<file path="src/rtl/palette_quantizer.sv">
// Maps a 24-bit colour to the nearest entry of the fixed 8-entry VGA palette,
// searching one entry per clock and reporting the index and Manhattan distance.
module palette_quantizer #(
  parameter int unsigned SWAP_IN = 1
) (
  input  logic        clk,
  input  logic        rst,
  input  logic        in_valid,
  output logic        in_ready,
  input  logic [23:0] pixel_in,
  output logic        out_valid,
  input  logic        out_ready,
  output logic [2:0]  index_out,
  output logic [9:0]  dist_out
);

  typedef enum logic [1:0] {IDLE, SEARCH, DONE} state_t;

  state_t      state_q;
  logic        in_ready_q;
  logic        out_valid_q;
  logic [2:0]  index_q;
  logic [9:0]  dist_q;
  logic [7:0]  r_q, g_q, b_q;
  logic [2:0]  idx_q;
  logic [2:0]  best_idx_q;
  logic [9:0]  best_q;

  logic [7:0]  px_r, px_g, px_b;
  logic [23:0] entry;
  logic [9:0]  d;
  logic        take;
  logic [9:0]  best_d;
  logic [2:0]  best_idx_d;

  // Palette entries packed as {R,G,B}
  function automatic logic [23:0] pal(input logic [2:0] i);
    case (i)
      3'd0:    pal = 24'h000000;
      3'd1:    pal = 24'h030326;
      3'd2:    pal = 24'h0a0a46;
      3'd3:    pal = 24'h38383a;
      3'd4:    pal = 24'h2d2621;
      3'd5:    pal = 24'h000000;
      3'd6:    pal = 24'h241211;
      default: pal = 24'h645f57;
    endcase
  endfunction

  function automatic logic [7:0] absdiff(input logic [7:0] a, input logic [7:0] b);
    absdiff = (a > b) ? (a - b) : (b - a);
  endfunction

  assign px_r = (SWAP_IN != 0) ? pixel_in[7:0]   : pixel_in[23:16];
  assign px_g = pixel_in[15:8];
  assign px_b = (SWAP_IN != 0) ? pixel_in[23:16] : pixel_in[7:0];

  // Strict less-than keeps the lowest index on ties
  always_comb begin
    entry      = pal(idx_q);
    d          = {2'b00, absdiff(r_q, entry[23:16])}
               + {2'b00, absdiff(g_q, entry[15:8])}
               + {2'b00, absdiff(b_q, entry[7:0])};
    take       = (d < best_q);
    best_d     = take ? d : best_q;
    best_idx_d = take ? idx_q : best_idx_q;
  end

  always_ff @(posedge clk) begin
    if (rst) begin
      state_q     <= IDLE;
      in_ready_q  <= 1'b1;
      out_valid_q <= 1'b0;
      index_q     <= '0;
      dist_q      <= '0;
      r_q         <= '0;
      g_q         <= '0;
      b_q         <= '0;
      idx_q       <= '0;
      best_idx_q  <= '0;
      best_q      <= '0;
    end else begin
      case (state_q)
        IDLE: begin
          if (in_valid && in_ready_q) begin
            r_q        <= px_r;
            g_q        <= px_g;
            b_q        <= px_b;
            idx_q      <= '0;
            best_q     <= '1;
            best_idx_q <= '0;
            in_ready_q <= 1'b0;
            state_q    <= SEARCH;
          end
        end
        SEARCH: begin
          best_q     <= best_d;
          best_idx_q <= best_idx_d;
          idx_q      <= idx_q + 3'd1;
          // Last entry is folded into the result on the same edge
          if (idx_q == 3'd7) begin
            index_q     <= best_idx_d;
            dist_q      <= best_d;
            out_valid_q <= 1'b1;
            state_q     <= DONE;
          end
        end
        DONE: begin
          if (out_ready) begin
            out_valid_q <= 1'b0;
            in_ready_q  <= 1'b1;
            state_q     <= IDLE;
          end
        end
        default: begin
          state_q     <= IDLE;
          in_ready_q  <= 1'b1;
          out_valid_q <= 1'b0;
        end
      endcase
    end
  end

  assign in_ready  = in_ready_q;
  assign out_valid = out_valid_q;
  assign index_out = index_q;
  assign dist_out  = dist_q;

endmodule

</file>
<file path="config.mk">
export PLATFORM = sky130hd
export DESIGN_NAME = palette_quantizer
export DESIGN_NICKNAME = d
export VERILOG_FILES = /design/src/rtl/palette_quantizer.sv
export SDC_FILE = /design/constraint.sdc
export NUM_CORES = 1
export LEC_CHECK = 0
export CORE_MARGIN = 4
export CORE_UTILIZATION = 40
export DETAILED_ROUTE_END_ITERATION = 10
export PLACE_DENSITY_LB_ADDON = 0.2
export SLEW_MARGIN = 20
export SYNTH_ARGS = -nofsm -noshare
export SYNTH_HDL_FRONTEND = slang
export SYNTH_SLANG_ARGS = --single-unit
</file>
<file path="constraint.sdc">
create_clock -name clk -period 17 [get_ports clk]
set_clock_uncertainty 0.1 [all_clocks]
set_input_delay 3.4 -clock clk [delete_from_list [all_inputs] [get_ports clk]]
set_output_delay 3.4 -clock clk [all_outputs]
set_load 0.05 [all_outputs]
</file>
==> results of run 1 <==
==> kinds of logic (layout without fill, tap and decap cells) <==
family          after synthesis  after routing  share of synthesized area
simple gates                202            202                      0.179
compound gates              185            185                      0.229
buf+inv                     111            136                     0.0831
fa+ha+maj                    80             80                      0.208
flops                        57             57                      0.213
mux                          31             31                     0.0632
xor+xnor                     15             15                     0.0246
==> worst register-to-register path: stages (launching register included) <==
cell	delay [ns]
dfxtp_1	0.58
inv_1	0.14
ha_1	0.29
or4_1	0.69
inv_1	0.17
nor2_1	0.09
inv_1	0.07
ha_1	0.32
and3_1	0.22
or3_1	0.46
o21ai_4	0.35
mux2_4	0.34
mux2_1	0.30
or3b_1	0.39
fa_1	0.50
inv_1	0.05
ha_1	0.24
or3_1	0.44
a211oi_1	0.24
nor2_1	0.09
xor2_1	0.31
ha_1	0.31
and4_1	0.21
a221o_1	0.40
a21oi_2	0.75
o32ai_1	0.22
a41o_1	0.25
==> cell type report <==
cell class / count / area share
clock inverter: 4 / 0.00833
clock buffer: 12 / 0.0417
tap: 172 / 0.0350
timing repair buffer: 45 / 0.0720
inverter: 75 / 0.0457
multi-input combinational: 513 / 0.612
sequential: 57 / 0.185
==> routing by layer <==
layer / vias to the layer above / global-route usage / routed length, um
li1: 2417 / - / -
met1: 2251 / 0.264 / 6740
met2: 133 / 0.325 / 6650
met3: 32 / 0.0468 / 602
met4: 0 / 0.0913 / 493
met5: - / 0 / 0
==> Yosys cell counts (8+ instances only) <==
cell	instances
mux2i_1	21
a21o_1	12
ha_1	65
fa_1	15
nand2_1	91
a21oi_1	75
nor2b_1	8
dfxtp_1	57
clkbuf_1	25
inv_1	75
nor2_1	34
nand3b_1	8
xnor2_1	8
o21ai_0	28
nor3_1	9
nand3_1	16
a311oi_1	11
==> how the worst min path moves through the flow <==
| stage | start | endpoint | slack [ns] | cells after the start |
|---|---|---|---|---|
| 2_1_floorplan | best_idx_q[0] | best_idx_q[0] | 0.35 | 2 |
| 3_3_place_gp | best_idx_q[2] | best_idx_q[2] | 0.35 | 2 |
| 3_5_place_dp | best_idx_q[1] | best_idx_q[1] | 0.36 | 2 |
| 4_1_cts | dist_out[3] | dist_out[3] | 0.38 | 2 |
| 5_1_grt | dist_out[3] | dist_out[3] | 0.39 | 2 |
| 6_report | dist_out[3] | dist_out[3] | 0.37 | 2 |
==> metrics by stage <==
stage	setup slack (ns)	hold WS [ns]	instances	area, um2
after detailed placement	8.44	0.364	862	5850
after CTS	8.40	0.376	878	6160
after global routing	7.90	0.394	878	6160
final	8.37	0.370	878	6160
after global placement	8.56	0.353	862	5850
after floorplan	9.64	0.347	681	5350
==> sequential cells by signal, summed over array words and instances (netlist names) <==
signal      flops
b_q             8
best_idx_q      3
best_q         10
dist_out       10
g_q             8
idx_q           3
in_ready        1
index_out       3
out_valid       1
r_q             8
state_q         2
==> metrics.md, run 1 <==
| Metric | Value |
|---|---|
| Post-CTS Hold Buffers | 0 |
| Worst Setup Path Type | register to register |
| Die footprint | 15,300 um2 |
| Syn nets | 789 |
| DIE WIDTH | 124 um |
| Vias in the first global route | 4,853 |
| Yosys cell types | 65 |
| Hold Crit Class | register to register |
| Final Hold Fails | 0 |
| FF-to-FF setup slack | 8.37 ns |
| Least-Margin Pin Slew | 1.01 ns |
| Most common cell after layout, fill and taps aside | nand2_1 |
| GRT overflow | 0 |
| Multi-input logic area | 3770 um2 |
| CTS Sinks | 57 |
| Largest net degree at the start of global routing | 46 |
| RSZ-0062 raised after global routing | no |
| Reg-to-Reg Start | idx_q[2] |
| DR vias | 4,833 |
| Gr usage total | 0.204 |
| Ys Warns | 0 |
| Initial DRT Pass Iterations | 5 |
| Fin util | 0.478 |
| Htree depth | 3 |
| Initial core utilization | 0.415 |
| Routability cong. | 0.876 |
| Postcts setup bufs | 0 |
| Worst EP arrival | 8.76 ns |
| Outcome | completed |
| Worst setup EP type | register |
| Worst setup path startpoint | idx_q[2] |
| # rows | 41 |
| Core area | 12,900 um2 |
| Tcrit/Tclk final | 0.507 |
| WP buf/inv | 4 |
| Slew Limit Headroom | 0.324 |
| EDFF count, synth | 0 |
| Worst-path clk slew | 0.06 ns |
| Synthesized area | 5350 um2 |
| Stages on worst setup path | 26 |
| Setup tns final | 0 ns |
| DP HPWL | 11.1 mm |
| Critical Path RT | 17.14 ns |
| Antenna-violating nets left | 0 |
| First-pass GRT wire length | 24.3 mm |
| Ratio of cells with drive above 1 in the final layout | 0.0496 |
| FF/Latch Area | 1140 um2 |
| Syn-to-layout area delta | 15.1% |
| CP Max Fanout | 14 |
| Post-synth top area cell | dfxtp_1 |
| Syn Inst Count | 681 |
| Max Cap Viol | 0 |
| Most frequent cells in the layout | nand2_1 (91), inv_1 (75), a21oi_1 (75) |
| Top post-synthesis cells by area | dfxtp_1 (21%), ha_1 (15%), a21oi_1 (7.0%) |
| CTS tree | done |
| Asr flop ratio synth | 0 |
| Final setup viols | 0 |
| Setup crit end | dist_out[8] |
| R2R Path End | dist_out[8] |
| Avg WL per Cell | 16.5 um |
| Delay-heaviest family, CP | simple AND/OR/NAND/NOR gates |
| DIE HEIGHT | 124 um |
| Nets@finish | 809 |
| Startpoint Class | register |
| Flops & latches, synth | 57 |
| Top FF cell, synth | dfxtp_1 |
| Clk buf depth | 2 |
| Worst skew pair latency | 0.35 ns |
| CTS Buf Count | 9 |
| Seq/Total Area, Yosys | 0.213 |
| Diodes inserted | 0 |
| Max-slew violations | 0 |
| Root buffer cell | clkbuf_16 |
| Fill cells | 1,293 |
| Port bufs | 42 |
| Worst-case reg-to-reg path depth | 26 |
| Area share of the largest cell type after synthesis | 0.213 |
| CP max stage delay | 0.75 ns |
| Drt first-iter violations | 298 |
| # IOs | 43 |
| Mean post-synth cell area | 7.85 um2 |
| F_max | 116 MHz |
| Final wirelength | 14.5 mm |
| Remaining DRCs | 0 |
| Cts repair resizes | 0 |
| Worst path slowest cell | a21oi_2 |
| Drt via density | 5.50 |
| Post-layout min period | 8.63 ns |
| Initial antenna violation count | 0 |
Power of run 1 is left out: the tool's default activity adds up to more than one toggle a clock period on the data nets, which glitch-free logic cannot reach.
==> run 2, diff against run 1 <==
==> constraint.sdc (replaced) <==
create_clock -name clk -period 7.8 [get_ports clk]
set_clock_uncertainty 0.1 [all_clocks]
set_input_delay 1.56 -clock clk [delete_from_list [all_inputs] [get_ports clk]]
set_output_delay 1.56 -clock clk [all_outputs]
set_load 0.05 [all_outputs]
==> metrics.md, run 2 (synthesis gave the netlist of run 1 again) <==
| Metric | Value |
|---|---|
| DIE WIDTH | 124 um |
| Max Cap Viol | 0 |
| CTS Buf Count | 9 |
| CTS Sinks | 57 |
| Worst EP arrival | 7.64 ns |
| FF/Latch Area | 1140 um2 |
| Diodes inserted | 0 |
| Tcrit/Tclk final | 0.962 |
| Clk buf depth | 2 |
| DR vias | 4,810 |
| Final setup viols | 0 |
| Routability cong. | 0.868 |
| Slew Limit Headroom | 0.436 |
| Least-Margin Pin Slew | 0.846 ns |
| Htree depth | 3 |
| Fill cells | 1,271 |
| Post-CTS Hold Buffers | 0 |
| Port bufs | 42 |
| Outcome | completed |
| WP buf/inv | 4 |
| Drt first-iter violations | 226 |
| Root buffer cell | clkbuf_16 |
| Max-slew violations | 0 |
| Avg WL per Cell | 16.1 um |
| Initial core utilization | 0.415 |
| Final wirelength | 14.4 mm |
| Core area | 12,900 um2 |
| Vias in the first global route | 4,705 |
| Worst path slowest cell | or4_4 |
| F_max | 133 MHz |
| # rows | 41 |
| Antenna-violating nets left | 0 |
| RSZ-0062 raised after global routing | no |
| Gr usage total | 0.199 |
| Multi-input logic area | 3800 um2 |
| DIE HEIGHT | 124 um |
| Startpoint Class | register |
| Delay-heaviest family, CP | adder cells |
| Nets@finish | 824 |
| DP HPWL | 11.1 mm |
| Worst skew pair latency | 0.34 ns |
| Die footprint | 15,300 um2 |
| Most frequent cells in the layout | nand2_1 (91), inv_1 (75), a21oi_1 (75) |
| CTS tree | done |
| Setup tns final | 0 ns |
| Ratio of cells with drive above 1 in the final layout | 0.0763 |
| Remaining DRCs | 0 |
| Largest net degree at the start of global routing | 46 |
| CP Max Fanout | 22 |
| Hold Crit Class | register to register |
| # IOs | 43 |
| Final Hold Fails | 0 |
| First-pass GRT wire length | 23.8 mm |
| Initial antenna violation count | 0 |
| Syn-to-layout area delta | 17.9% |
| Drt via density | 5.39 |
| Critical Path RT | 7.94 ns |
| Initial DRT Pass Iterations | 4 |
| Worst-path clk slew | 0.05 ns |
| Most common cell after layout, fill and taps aside | nand2_1 |
| CP most frequent cell | ha_1 |
| Post-layout min period | 7.50 ns |
| Worst Setup Path Type | register to register |
| Worst setup EP type | register |
| GRT overflow | 0 |
| CP max stage delay | 0.60 ns |
[run 2: through the flow]
step | cell area (um2) | std cells | setup WS, ns | hold slack (ns) | utilization
after floorplan | 5350 | 681 | 0.443 | 0.347 | -
after global placement | 5960 | 874 | 0.0535 | 0.353 | 0.463
after detailed placement | 5960 | 874 | -0.104 | 0.363 | 0.463
after CTS | 6250 | 890 | 0.0319 | 0.372 | 0.486
after global routing | 6300 | 893 | 0.0219 | 0.400 | 0.490
final | 6300 | 893 | 0.299 | 0.368 | 0.490
[run 2: final timing paths]
check / startpoint / slack, ns / to / cells past startpoint
worst min-delay path: best_idx_q[1] / 0.37 / best_idx_q[1] / 2
worst min register to register: best_idx_q[1] / 0.37 / best_idx_q[1] / 2
worst max-delay path: idx_q[1] / 0.30 / best_q[3] / 26
worst max register to register: idx_q[1] / 0.30 / best_q[3] / 26
[run 2: layer usage]
metal,share of wire,track usage,wire [um],vias up
met5,0,0,0,-
li1,-,-,-,2446
met3,0.045,0.0504,643,26
met1,0.47,0.265,6780,2234
met4,0.024,0.0657,344,0
met2,0.46,0.314,6600,104
[run 2: worst register-to-register path, cell delays in order (launching register included)]
cell,delay (ns)
dfxtp_1,0.37
ha_1,0.23
ha_1,0.26
or4_4,0.60
inv_1,0.13
nor2_1,0.08
inv_1,0.06
ha_1,0.32
and3_1,0.23
or3_4,0.41
o21ai_4,0.21
buf_4,0.19
mux2i_1,0.42
fa_1,0.52
ha_1,0.24
fa_1,0.41
a21o_1,0.18
a21oi_1,0.22
nor2_1,0.10
o311ai_2,0.38
ha_1,0.32
a21o_1,0.17
a21o_1,0.17
a221o_1,0.33
a211o_1,0.32
buf_12,0.17
a311oi_1,0.28
[run 2: area by class of cell]
cell class              instances  area share
flip-flops and latches         57       0.181
well taps                     172      0.0341
clock inverters                 5     0.00893
multi-input cells             513       0.602
inverters                      75      0.0447
clock buffers                  11      0.0369
repair buffers                 60      0.0921
[run 2: what timing repair did]
action	in CTS	in global routing
buffers inserted	0	3
endpoints found under the setup margin	26	26
resized for setup	1	9
pin swaps	0	2
Power of run 2 is left out for the same reason.
